## src/rtl/mmul_pkg.sv

```systemverilog
// Shared types and sizes for the matrix-multiply job scheduler.
// Latency: n/a; backpressure: n/a.
package mmul_pkg;

    typedef enum logic [2:0] {
        IDLE,
        ISSUE,
        LOAD,
        WAIT,
        READ,
        DONE
    } sched_state_t;

    typedef enum logic {
        OP_COMPUTE = 1'b0,
        OP_READ    = 1'b1
    } op_t;

    localparam int SLOT_W      = 5;
    localparam int LOAD_WORDS  = 32;
    localparam int READ_CYCLES = 32;
    localparam int CNT_W       = 9;

endpackage

```

## src/rtl/rr_arbiter.sv

```systemverilog
// Combinational round-robin pick: the search starts one past ptr and wraps.
// Latency: 0 cycles; backpressure: none, the caller owns the pointer register.
module rr_arbiter #(
    parameter int N     = 2,
    parameter int IDX_W = (N > 1) ? $clog2(N) : 1
) (
    input  logic [N-1:0]     req,
    input  logic [IDX_W-1:0] ptr,
    output logic [N-1:0]     grant,
    output logic [IDX_W-1:0] idx
);

    always_comb begin
        int               cand;
        logic [IDX_W-1:0] cand_idx;
        logic             found;
        grant    = '0;
        idx      = '0;
        found    = 1'b0;
        cand     = 0;
        cand_idx = '0;
        for (int k = 1; k <= N; k++) begin
            cand = int'(ptr) + k;
            if (cand >= N) begin
                cand = cand - N;
            end
            cand_idx = IDX_W'(cand);
            if (!found && req[cand_idx]) begin
                found           = 1'b1;
                grant[cand_idx] = 1'b1;
                idx             = cand_idx;
            end
        end
    end

endmodule

```

## src/rtl/mmul_job_sched.sv

```systemverilog
// Shares one matrix-multiply accelerator between N_REQ requesters, one job at a time.
// Latency: grant one cycle after req; backpressure: req is held until gnt, other requesters wait.
module mmul_job_sched
    import mmul_pkg::*;
#(
    parameter int N_REQ   = 2,
    parameter int DATA_W  = 8,
    parameter int RD_LAT  = 1,
    parameter int TIMEOUT = 255
) (
    input  logic                     clk,
    input  logic                     rst,
    input  logic [N_REQ-1:0]         req,
    input  logic [N_REQ-1:0]         req_op,
    input  logic [SLOT_W*N_REQ-1:0]  req_slot,
    input  logic [DATA_W*N_REQ-1:0]  req_data,
    output logic [N_REQ-1:0]         gnt,
    output logic [N_REQ-1:0]         load_en,
    output logic [N_REQ-1:0]         rd_valid,
    output logic [N_REQ-1:0]         done,
    output logic [N_REQ-1:0]         err,
    output logic                     busy,
    output logic                     acc_start,
    output logic                     acc_read,
    output logic [SLOT_W-1:0]        acc_in_addr,
    output logic [DATA_W-1:0]        acc_data,
    input  logic                     acc_finish
);

    localparam int IDX_W = (N_REQ > 1) ? $clog2(N_REQ) : 1;

    localparam logic [CNT_W-1:0] CNT_ONE   = CNT_W'(1);
    localparam logic [CNT_W-1:0] LOAD_LAST = CNT_W'(LOAD_WORDS - 1);
    localparam logic [CNT_W-1:0] TMO_LAST  = CNT_W'(TIMEOUT);
    localparam logic [CNT_W-1:0] RD_FIRST  = CNT_W'(RD_LAT);
    localparam logic [CNT_W-1:0] RD_LAST   = CNT_W'(RD_LAT + READ_CYCLES - 1);

    sched_state_t      state, state_nxt;
    logic [IDX_W-1:0]  owner, owner_nxt;
    logic [N_REQ-1:0]  owner_oh, owner_oh_nxt;
    op_t               op, op_nxt;
    logic [SLOT_W-1:0] slot, slot_nxt;
    logic [CNT_W-1:0]  cnt, cnt_nxt;
    logic [IDX_W-1:0]  ptr, ptr_nxt;
    logic              timed_out, timed_out_nxt;

    logic [N_REQ-1:0]  win_oh;
    logic [IDX_W-1:0]  win_idx;
    logic [SLOT_W-1:0] slot_arr [N_REQ];
    logic [DATA_W-1:0] data_arr [N_REQ];

    for (genvar g = 0; g < N_REQ; g++) begin : g_unpack
        assign slot_arr[g] = req_slot[g*SLOT_W +: SLOT_W];
        assign data_arr[g] = req_data[g*DATA_W +: DATA_W];
    end

    rr_arbiter #(
        .N     (N_REQ),
        .IDX_W (IDX_W)
    ) u_arb (
        .req   (req),
        .ptr   (ptr),
        .grant (win_oh),
        .idx   (win_idx)
    );

    always_ff @(posedge clk or posedge rst) begin
        if (rst) begin
            state     <= IDLE;
            owner     <= '0;
            owner_oh  <= '0;
            op        <= OP_COMPUTE;
            slot      <= '0;
            cnt       <= '0;
            ptr       <= IDX_W'(N_REQ - 1);
            timed_out <= 1'b0;
        end else begin
            state     <= state_nxt;
            owner     <= owner_nxt;
            owner_oh  <= owner_oh_nxt;
            op        <= op_nxt;
            slot      <= slot_nxt;
            cnt       <= cnt_nxt;
            ptr       <= ptr_nxt;
            timed_out <= timed_out_nxt;
        end
    end

    always_comb begin
        state_nxt     = state;
        owner_nxt     = owner;
        owner_oh_nxt  = owner_oh;
        op_nxt        = op;
        slot_nxt      = slot;
        cnt_nxt       = cnt;
        ptr_nxt       = ptr;
        timed_out_nxt = timed_out;

        gnt         = '0;
        load_en     = '0;
        rd_valid    = '0;
        done        = '0;
        err         = '0;
        busy        = 1'b1;
        acc_start   = 1'b0;
        acc_read    = 1'b0;
        acc_in_addr = '0;
        acc_data    = '0;

        case (state)
            IDLE: begin
                busy = 1'b0;
                if (|req) begin
                    owner_nxt     = win_idx;
                    owner_oh_nxt  = win_oh;
                    op_nxt        = op_t'(req_op[win_idx]);
                    slot_nxt      = slot_arr[win_idx];
                    ptr_nxt       = win_idx;
                    cnt_nxt       = '0;
                    timed_out_nxt = 1'b0;
                    state_nxt     = ISSUE;
                end
            end
            ISSUE: begin
                gnt         = owner_oh;
                acc_in_addr = slot;
                // The accelerator captures word 0 together with the start pulse.
                if (op == OP_COMPUTE) begin
                    acc_start = 1'b1;
                    load_en   = owner_oh;
                    acc_data  = data_arr[owner];
                    cnt_nxt   = CNT_ONE;
                    state_nxt = LOAD;
                end else begin
                    acc_read  = 1'b1;
                    cnt_nxt   = '0;
                    state_nxt = READ;
                end
            end
            LOAD: begin
                load_en  = owner_oh;
                acc_data = data_arr[owner];
                if (cnt == LOAD_LAST) begin
                    cnt_nxt   = '0;
                    state_nxt = WAIT;
                end else begin
                    cnt_nxt = cnt + CNT_ONE;
                end
            end
            WAIT: begin
                // A finish arriving in the last timeout cycle still wins.
                if (acc_finish) begin
                    cnt_nxt       = '0;
                    timed_out_nxt = 1'b0;
                    state_nxt     = DONE;
                end else if (cnt == TMO_LAST) begin
                    cnt_nxt       = '0;
                    timed_out_nxt = 1'b1;
                    state_nxt     = DONE;
                end else begin
                    cnt_nxt = cnt + CNT_ONE;
                end
            end
            READ: begin
                if (cnt >= RD_FIRST && cnt <= RD_LAST) begin
                    rd_valid = owner_oh;
                end
                if (cnt == RD_LAST) begin
                    cnt_nxt   = '0;
                    state_nxt = DONE;
                end else begin
                    cnt_nxt = cnt + CNT_ONE;
                end
            end
            DONE: begin
                done = owner_oh;
                if (timed_out) begin
                    err = owner_oh;
                end
                state_nxt = IDLE;
            end
            default: begin
                state_nxt = IDLE;
            end
        endcase
    end

endmodule
```

## config.mk

```make
export PLATFORM = sky130hd
export DESIGN_NAME = mmul_job_sched
export DESIGN_NICKNAME = d
export VERILOG_FILES = /design/src/rtl/mmul_pkg.sv /design/src/rtl/rr_arbiter.sv /design/src/rtl/mmul_job_sched.sv
export SDC_FILE = /design/constraint.sdc
export NUM_CORES = 1
export LEC_CHECK = 0
export CORE_ASPECT_RATIO = 1.2
export CORE_MARGIN = 4
export CORE_UTILIZATION = 45
export CTS_CLUSTER_DIAMETER = 50
export DETAILED_ROUTE_END_ITERATION = 8
export GPL_TIMING_DRIVEN = 0
export HOLD_SLACK_MARGIN = 0.02
export PLACE_DENSITY_LB_ADDON = 0.25
export SETUP_SLACK_MARGIN = 0.4
export SYNTH_ARGS = -nofsm -noshare
export SYNTH_HDL_FRONTEND = slang
export SYNTH_SLANG_ARGS = --single-unit
```

## constraint.sdc

```tcl
create_clock -name clk -period 6.1 [get_ports clk]
set_input_delay 1.525 -clock clk [delete_from_list [all_inputs] [get_ports clk]]
set_output_delay 1.525 -clock clk [all_outputs]
set_load 0.01 [all_outputs]
```

==> results of run 1 <==
[cell usage after synthesis, types with 3 or more instances]
library cell,n
a21o_1,3
and2_1,3
nand3b_1,4
inv_1,10
nor3_1,8
mux2i_1,14
nand3_1,8
nor3b_1,3
o21ai_0,17
clkbuf_1,3
ha_1,5
a21oi_1,7
nand2_1,19
nor2_1,22
dfrtp_1,22
and3_1,9
[per-stage QoR]
step	total power (uW)	instances	hold WS, ns
detailed placement	188	284	0.464
floorplan	164	189	0.442
finish	280	288	0.481
global placement	188	284	0.454
global route	293	288	0.503
CTS	284	288	0.483
[layer usage]
| layer | GRT usage [%] | vias to the layer above | part of all wire [%] |
|---|---|---|---|
| met4 | 6.37 | 0 | 1.5 |
| li1 | - | 783 | - |
| met3 | 2.16 | 6 | 2.6 |
| met2 | 33.9 | 29 | 54 |
| met1 | 21.6 | 707 | 42 |
| met5 | 0 | - | 0 |
[flip-flops by register name (all words and copies together) (netlist names)]
name and cells:
cnt 9, ptr 1, owner_oh 2, timed_out 1
slot 5, owner 1, state 3, op 1
[worst paths after layout]
kind | start | end | slack, ns
max in group asynchronous | rst | cnt[7]$_DFFE_PP0P_ | 3.83
worst min register to register | owner_oh[1]$_DFFE_PP0P_ | owner_oh[1]$_DFFE_PP0P_ | 0.48
worst max register to register | cnt[0]$_DFFE_PP0P_ | cnt[7]$_DFFE_PP0P_ | 3.63
worst min-delay path | owner_oh[1]$_DFFE_PP0P_ | owner_oh[1]$_DFFE_PP0P_ | 0.48
worst max-delay path | req_data[10] | acc_data[2] | 1.82
min in group asynchronous | rst | slot[1]$_DFFE_PP0P_ | 1.74
[final cells by class]
cell class,instances,area (um2)
fillers,275,1100
multi-input cells,145,913
repair buffers,58,581
flip-flops and latches,23,577
plain buffers,9,57.6
well taps,37,46.3
inverters,12,45.0
clock buffers,3,41.3
clock inverters,1,5.00
[report_power, final]
group / internal, uW / total [uW] / switching [uW]
sequential: 153 / 153 / 0.420
combinational: 21.3 / 31.2 / 9.87
clock: 45.6 / 96.0 / 50.4
[kinds of logic after synthesis]
family | share of synthesized area [%]
compound gates | 17.9
mux | 8.80
buf+inv | 6.44
simple gates | 26.7
flops | 36.2
fa+ha+maj | 3.93
==> results.yml, run 1 <==
placed_design:
  dp_slack_ns: 1.83
  hpwl_um: 3260
  place_area_um2: 2220
  portBuffers: 58
  gp_congestion: 0.838
cells_and_area:
  layout_common_cells: "clkdlybuf4s50_1 (58), nor2_1 (22), dfrtp_1 (22), nand2_1 (19), o21ai_0 (17)"
  fin_area_um2: 2270
  final_common_cell: "clkdlybuf4s50_1"
  drive_gt1_share_pct: 7.17
  syn_to_final_growth_pct: 42.3
  n_antenna_cell: 0
  final_core_util_pct: 67.3
  nNetsFinal: 290
worst_setup_path:
  worstSetupPathDepth: 4
  crit_top_cell: "clkdlybuf4s50_1"
  slowest_delay_ns: 0.56
  endpoint_kind: "primary output"
  startpoint_type: "input pin"
  cp_num_buf_inv: 2
  critPathKind: "in2out"
  cpMaxStageDelayCell: "clkdlybuf4s50_1"
  cp_cell_sequence: "clkdlybuf4s50_1 > mux2i_1 > nor2_1 > clkdlybuf4s50_1"
  reg2reg_depth: 11
  cp.required_ns: 4.58
  critical-path-top-delay-family: "buffers and inverters"
  cp_max_fo: 1
  cp.arrival_ns: 2.75
drt:
  first_pass_iters: 4
  postRouteWirelength_um: 4100
  ant_nets: 0
  wl_per_cell_um: 14.2
  route.vias.total: 1525
  via_per_inst: 5.30
  drc_errors: 0
  drt_iter0_drc: 53
cts:
  cts.path.max_buffers: 2
  cts_tree: "done"
  htree_levels: 1
  clk_latency_ns: 0.26
  root_buffer: "clkbuf_8"
  clk_pin_slew_ns: 0.08
  cts_resized: 0
  cts_hold_buf: 0
  post_cts_buffers: 0
  cts_made_buffers: 3
  clock-sinks: 23
power_and_ir_drop:
  ir_worst_vdd_v: 0.000140
  power_density_nw_per_um2: 124
  cellLeakagePower_uw: 0.000994
die:
  io_pins: 59
  dieArea_um2: 4560
  die_h_um: 73.2
  die_w_um: 62.3
  start_util_pct: 47.3
  rows: 23
  core_um2: 3370
timing:
  min_period_ns: 4.28
  worst_pin_slew_ns: 0.875
  rsz0062_at_grt: "no"
  post-route-period-util_pct: 70.1
  fmax_mhz: 234
  relSlewSlack_pct: 41.6
  final_max_slew_viol_count: 0
  setup_slack_ns: 1.82
  finClkSkew_ns: 0.00133
  hold_viol: 0
  fin_setup_tns_ns: 0
  finalSetupViolCount: 0
logic_synthesis:
  yosys.area.top_type: "dfrtp_1"
  ys_seq_elements: 23
  avgSynthCellArea_um2: 8.43
  synth.distinct_cells: 41
  syn_area_um2: 1590
  synth_edf_count: 0
  synth_top_area_share_pct: 34.6
  netlist_instances: 189
  synth_area_leaders: "dfrtp_1 (35%), mux2i_1 (8.8%), o21ai_0 (5.3%), nor2_1 (5.2%), nand2_1 (4.5%)"
  async_flop_share_pct: 100
  ys.flop_type: "dfrtp_1"
  seq_area_frac_synth_pct: 36.2
  synthesis.nets: 227
  ys_warn_count: 0
min_path:
  hold_path_class: "reg2reg"
  whs_path_depth: 1
flow_run:
  drv_cap: 0
grt:
  grt_overflow_total: 0
  antenna_found_initial: 0
  grt_pass1_vias: 1516
  grt_usage_pct: 18.2
  grt_max_degree: 24
  grt_pass1_wl_um: 6870
outcome:
  status: "finished clean"
(Power assumes the default switching activity.)
==> inputs of run 2 (changes only) <==
Settings changed: CORE_UTILIZATION 45 to 40.
Clock period 6.1 ns to 3.75 ns, I/O delays scaled along.
==> run 2 against run 1 <==
Sequential power up 63%. Cell area up 1.2%. Worst setup slack worse by 1.3 ns. Combinational power up 63%. Clock skew up 0.0010 ns. Via count up 1.6%. Global-route usage down 0.67 points. Register-to-register slack worse by 2.3 ns. Clock-buffer cell count unchanged. Sequential share of layout area down 0.29 points. Utilization down 5.7 points. Non-clock buffer count unchanged. Critical endpoint is now acc_data[5]. Largest cell class unchanged.
==> results.yml, run 2 (same netlist as run 1, synthesis figures left out) <==
outcome:
  status: "finished clean"
placed_design:
  hpwl_um: 3310
  gp_congestion: 0.839
  portBuffers: 58
  dp.cells: 299
die:
  core_um2: 3720
  die_w_um: 65.6
  dieArea_um2: 5060
  rows: 24
  die_h_um: 77.1
  start_util_pct: 42.8
  io_pins: 59
grt:
  grt_pass1_wl_um: 7110
  antenna_found_initial: 0
  grt_overflow_total: 0
  grt_max_degree: 24
  grt_usage_pct: 17.6
  grt_pass1_vias: 1542
timing:
  fin_setup_tns_ns: 0
  rsz0062_at_grt: "no"
  finalSetupViolCount: 0
  hold_viol: 0
  fmax_mhz: 314
  finClkSkew_ns: 0.00235
  final_max_slew_viol_count: 0
  post-route-period-util_pct: 84.8
  worst_pin_slew_ns: 0.915
  min_period_ns: 3.18
  relSlewSlack_pct: 38.9
drt:
  met1_length_um: 1840
  highest_layer: "met4"
  drc_errors: 0
  ant_nets: 0
  route.vias.total: 1550
  first_pass_iters: 4
  via_per_inst: 5.12
  route.met3.wl_um: 121
  wl_per_cell_um: 13.7
  wl_met2_um: 2150
  postRouteWirelength_um: 4160
  drt_iter0_drc: 74
cts:
  cts_made_buffers: 3
  clk_latency_ns: 0.27
  post_cts_buffers: 0
  cts_resized: 0
  root_buffer: "clkbuf_8"
  cts.path.max_buffers: 2
  htree_levels: 1
  cts_hold_buf: 0
  cts_tree: "done"
  clk_pin_slew_ns: 0.09
  clock-sinks: 23
worst_setup_path:
  r2r_end: "cnt[7]$_DFFE_PP0P_"
  rr_startpoint: "cnt[0]$_DFFE_PP0P_"
  cp_max_fo: 10
  reg2reg_depth: 11
  cp.required_ns: 2.81
  endpoint_kind: "primary output"
  cp-startpoint: "state[1]$_DFFE_PP0P_"
  startpoint_type: "flip-flop"
  cp.arrival_ns: 2.24
  crit_path_end: "acc_data[5]"
  r2r_slack_ns: 1.29
  critPathKind: "reg2out"
power_and_ir_drop:
  power_density_nw_per_um2: 201
  ir_worst_vdd_v: 0.000164
  cellLeakagePower_uw: 0.00100
  power_uw: 460
cells_and_area:
  nNetsFinal: 290
  final_common_cell: "clkdlybuf4s50_1"
  top_register: "cnt"
  reg_top3: "cnt x9, slot x5, state x3"
  n_antenna_cell: 0
  fin_cells: 303
  syn_to_final_growth_pct: 43.9
  layout_common_cells: "clkdlybuf4s50_1 (58), nor2_1 (22), dfrtp_1 (22), nand2_1 (19), o21ai_0 (17)"
  largest_register_ffs: 9
  drive_gt1_share_pct: 8.37
flow_run:
  drv_cap: 0
min_path:
  hold_path_class: "reg2reg"
run 2: cell types whose count changed in the layout (fill, tap and decap cells not counted), sizes merged:
cell    delta
clkbuf     -1
buf        +1
run 2: cell type report:
type | count | area [um2]
Tap cell | 52 | 65.1
Buffer | 9 | 60.1
Timing Repair Buffer | 58 | 581
Clock buffer | 3 | 41.3
Multi-Input combinational cell | 145 | 918
Sequential cell | 23 | 577
Fill cell | 356 | 1430
Inverter | 12 | 45.0
Clock inverter | 1 | 5.00
run 2: worst min-delay path by stage:
stage,from,endpoint,slack (ns),depth (start not counted)
after floorplan,slot[0]$_DFFE_PP0P_,slot[0]$_DFFE_PP0P_,0.44,2
after global placement,slot[4]$_DFFE_PP0P_,slot[4]$_DFFE_PP0P_,0.46,2
after detailed placement,slot[4]$_DFFE_PP0P_,slot[4]$_DFFE_PP0P_,0.46,2
after CTS,slot[4]$_DFFE_PP0P_,slot[4]$_DFFE_PP0P_,0.48,2
after global routing,slot[0]$_DFFE_PP0P_,slot[0]$_DFFE_PP0P_,0.52,2
final,slot[0]$_DFFE_PP0P_,slot[0]$_DFFE_PP0P_,0.48,2
run 2: report_power, final:
part / switching (uW) / internal (uW)
Sequential: 0.639 / 249
Combinational: 16.1 / 34.7
Clock: 85.4 / 74.3
run 2: per-layer routing:
layer	vias up	track usage, %
met4	0	4.98
met3	5	1.90
met5	-	0
li1	786	-
met1	731	22.6
met2	28	30.5
run 2: worst max-delay path, cell delays in order (launching register included):
cell,delay (ns)
dfrtp_1,0.43
buf_4,0.19
nand2b_1,0.22
o21ai_0,0.17
nand2_1,0.08
buf_2,0.19
nor2_1,0.13
clkdlybuf4s50_1,0.55
run 2: metrics by stage:
| step | util (%) | instance area, um2 | hold WS (ns) | setup WS [ns] |
|---|---|---|---|---|
| after floorplan | - | 1590 | 0.442 | 1.43 |
| after global placement | 60.1 | 2240 | 0.455 | 0.678 |
| final | 61.6 | 2290 | 0.477 | 0.568 |
| after global routing | 61.6 | 2290 | 0.518 | 0.408 |
| after detailed placement | 60.1 | 2240 | 0.463 | 0.658 |
| after CTS | 61.4 | 2280 | 0.483 | 0.437 |
==> inputs of run 3 (changes only) <==
Clock period 3.75 ns to 2.8 ns, I/O delays scaled along.
==> run 3 against run 2 <==
Utilization increased by 3.7 points. Combinational power is 35% higher. Largest cell class unchanged. Cell area grew 6.1%. Final cell count rose by 2.6%. Hold slack about the same. Clock power grew 36%.
==> results.yml, run 3 (same netlist as run 1, synthesis figures left out) <==
timing:
  relSlewSlack_pct: 38.4
  worst_pin_slew_ns: 0.924
  finalSetupViolCount: 0
  min_period_ns: 2.41
  hold_viol: 0
  fmax_mhz: 415
  whs_ns: 0.477
  rsz0062_at_grt: "yes"
  post-route-period-util_pct: 86.0
  final_max_slew_viol_count: 0
  fin_setup_tns_ns: 0
  setup_slack_ns: 0.391
  finClkSkew_ns: 0.00258
cells_and_area:
  syn_to_final_growth_pct: 52.6
  drive_gt1_share_pct: 22.8
  fin_area_um2: 2430
  n_antenna_cell: 0
  top_register: "cnt"
  final_common_cell: "clkdlybuf4s50_1"
  largest_register_ffs: 9
  fin_cells: 311
  reg_top3: "cnt x9, slot x5, state x3"
  fillCellCount: 332
  nNetsFinal: 298
  layout_common_cells: "clkdlybuf4s50_1 (33), nor2_1 (21), dfrtp_1 (20), nand2_1 (19), mux2i_1 (14)"
die:
  io_pins: 59
  die_h_um: 77.1
  die_w_um: 65.6
  start_util_pct: 42.8
  rows: 24
  dieArea_um2: 5060
  core_um2: 3720
placed_design:
  gp_congestion: 0.839
  dp.cells: 299
  hpwl_um: 3310
  place_area_um2: 2240
  dp_slack_ns: 0.0303
  portBuffers: 58
drt:
  postRouteWirelength_um: 4510
  route.vias.total: 1607
  first_pass_iters: 4
  wl_per_cell_um: 14.5
  via_per_inst: 5.17
  ant_nets: 0
  drc_errors: 0
  drt_iter0_drc: 64
flow_run:
  drv_cap: 0
cts:
  cts_tree: "done"
  htree_levels: 1
  cts.path.max_buffers: 2
  clk_latency_ns: 0.27
  clk_pin_slew_ns: 0.09
  cts_made_buffers: 3
  clock-sinks: 23
  cts_hold_buf: 0
  root_buffer: "clkbuf_8"
power_and_ir_drop:
  power_density_nw_per_um2: 255
  cellLeakagePower_uw: 0.00114
  ir_worst_vdd_v: 0.000221
worst_setup_path:
  r2r_slack_ns: 0.46
  cp-startpoint: "cnt[0]$_DFFE_PP0P_"
  r2r_end: "cnt[7]$_DFFE_PP0P_"
  cp_max_fo: 5
  cp.required_ns: 2.10
  startpoint_type: "flip-flop"
  crit_path_end: "rd_valid[0]"
  endpoint_kind: "primary output"
  cp.arrival_ns: 1.71
  rr_startpoint: "cnt[1]$_DFFE_PP0P_"
  reg2reg_depth: 12
  critPathKind: "reg2out"
grt:
  grt_overflow_total: 0
  grt_max_degree: 24
  grt_usage_pct: 18.3
  antenna_found_initial: 0
  grt_pass1_wl_um: 7370
  grt_pass1_vias: 1575
min_path:
  holdCritStartpoint: "slot[0]$_DFFE_PP0P_"
  hold_path_class: "reg2reg"
outcome:
  status: "finished clean"
[run 3: area by class of cell]
class / instances / area, um2 / share of cell area [%]
well taps: 52 / 65.1 / 2.68
clock inverters: 1 / 5.00 / 0.206
plain buffers: 9 / 81.3 / 3.35
multi-input cells: 145 / 1030 / 42.5
inverters: 12 / 45.0 / 1.85
flip-flops and latches: 23 / 579 / 23.8
repair buffers: 66 / 582 / 23.9
clock buffers: 3 / 41.3 / 1.70
[run 3: worst max-delay path: stages, from the launching register on]
cell      delay (ns)
dfrtp_2         0.48
ha_4            0.19
nor3_4          0.17
a21oi_2         0.08
o211ai_1        0.28
nor2_1          0.09
buf_2           0.15
[run 3: repair_timing]
item,in CTS,in global routing
cloned,1,0
setup endpoints to repair,34,22
hold endpoints to repair,0,0
pin swaps,1,7
setup buffers,4,3
gates resized for setup,80,22
[run 3: how the worst min path moves through the flow]
| stage | endpoint | slack (ns) | cells past startpoint |
|---|---|---|---|
| floorplan | slot[0]$_DFFE_PP0P_ | 0.44 | 2 |
| global placement | slot[4]$_DFFE_PP0P_ | 0.46 | 2 |
| detailed placement | slot[4]$_DFFE_PP0P_ | 0.46 | 2 |
| CTS | slot[4]$_DFFE_PP0P_ | 0.48 | 2 |
| global route | slot[0]$_DFFE_PP0P_ | 0.52 | 2 |
| finish | slot[0]$_DFFE_PP0P_ | 0.48 | 2 |
[run 3: stage by stage]
stage | utilization [%] | total power, uW
floorplan | - | 358
finish | 65.3 | 619
global route | 65.3 | 639
global placement | 60.1 | 408
detailed placement | 60.1 | 409
CTS | 62.6 | 620
[run 3: per-layer routing]
| layer | share of wire, % | GRT usage, % | vias up |
|---|---|---|---|
| met3 | 4.7 | 1.90 | 5 |
| li1 | - | - | 801 |
| met1 | 40 | 22.3 | 759 |
| met5 | 0 | 0 | - |
| met2 | 54 | 33.2 | 42 |
| met4 | 1.1 | 4.98 | 0 |
[run 3: power breakdown]
part           switching (uW)  internal, uW  total [uW]
registers               0.862           333         334
logic                    22.1          46.5        68.5
clock network             117          99.7         217
total                     140           479         619
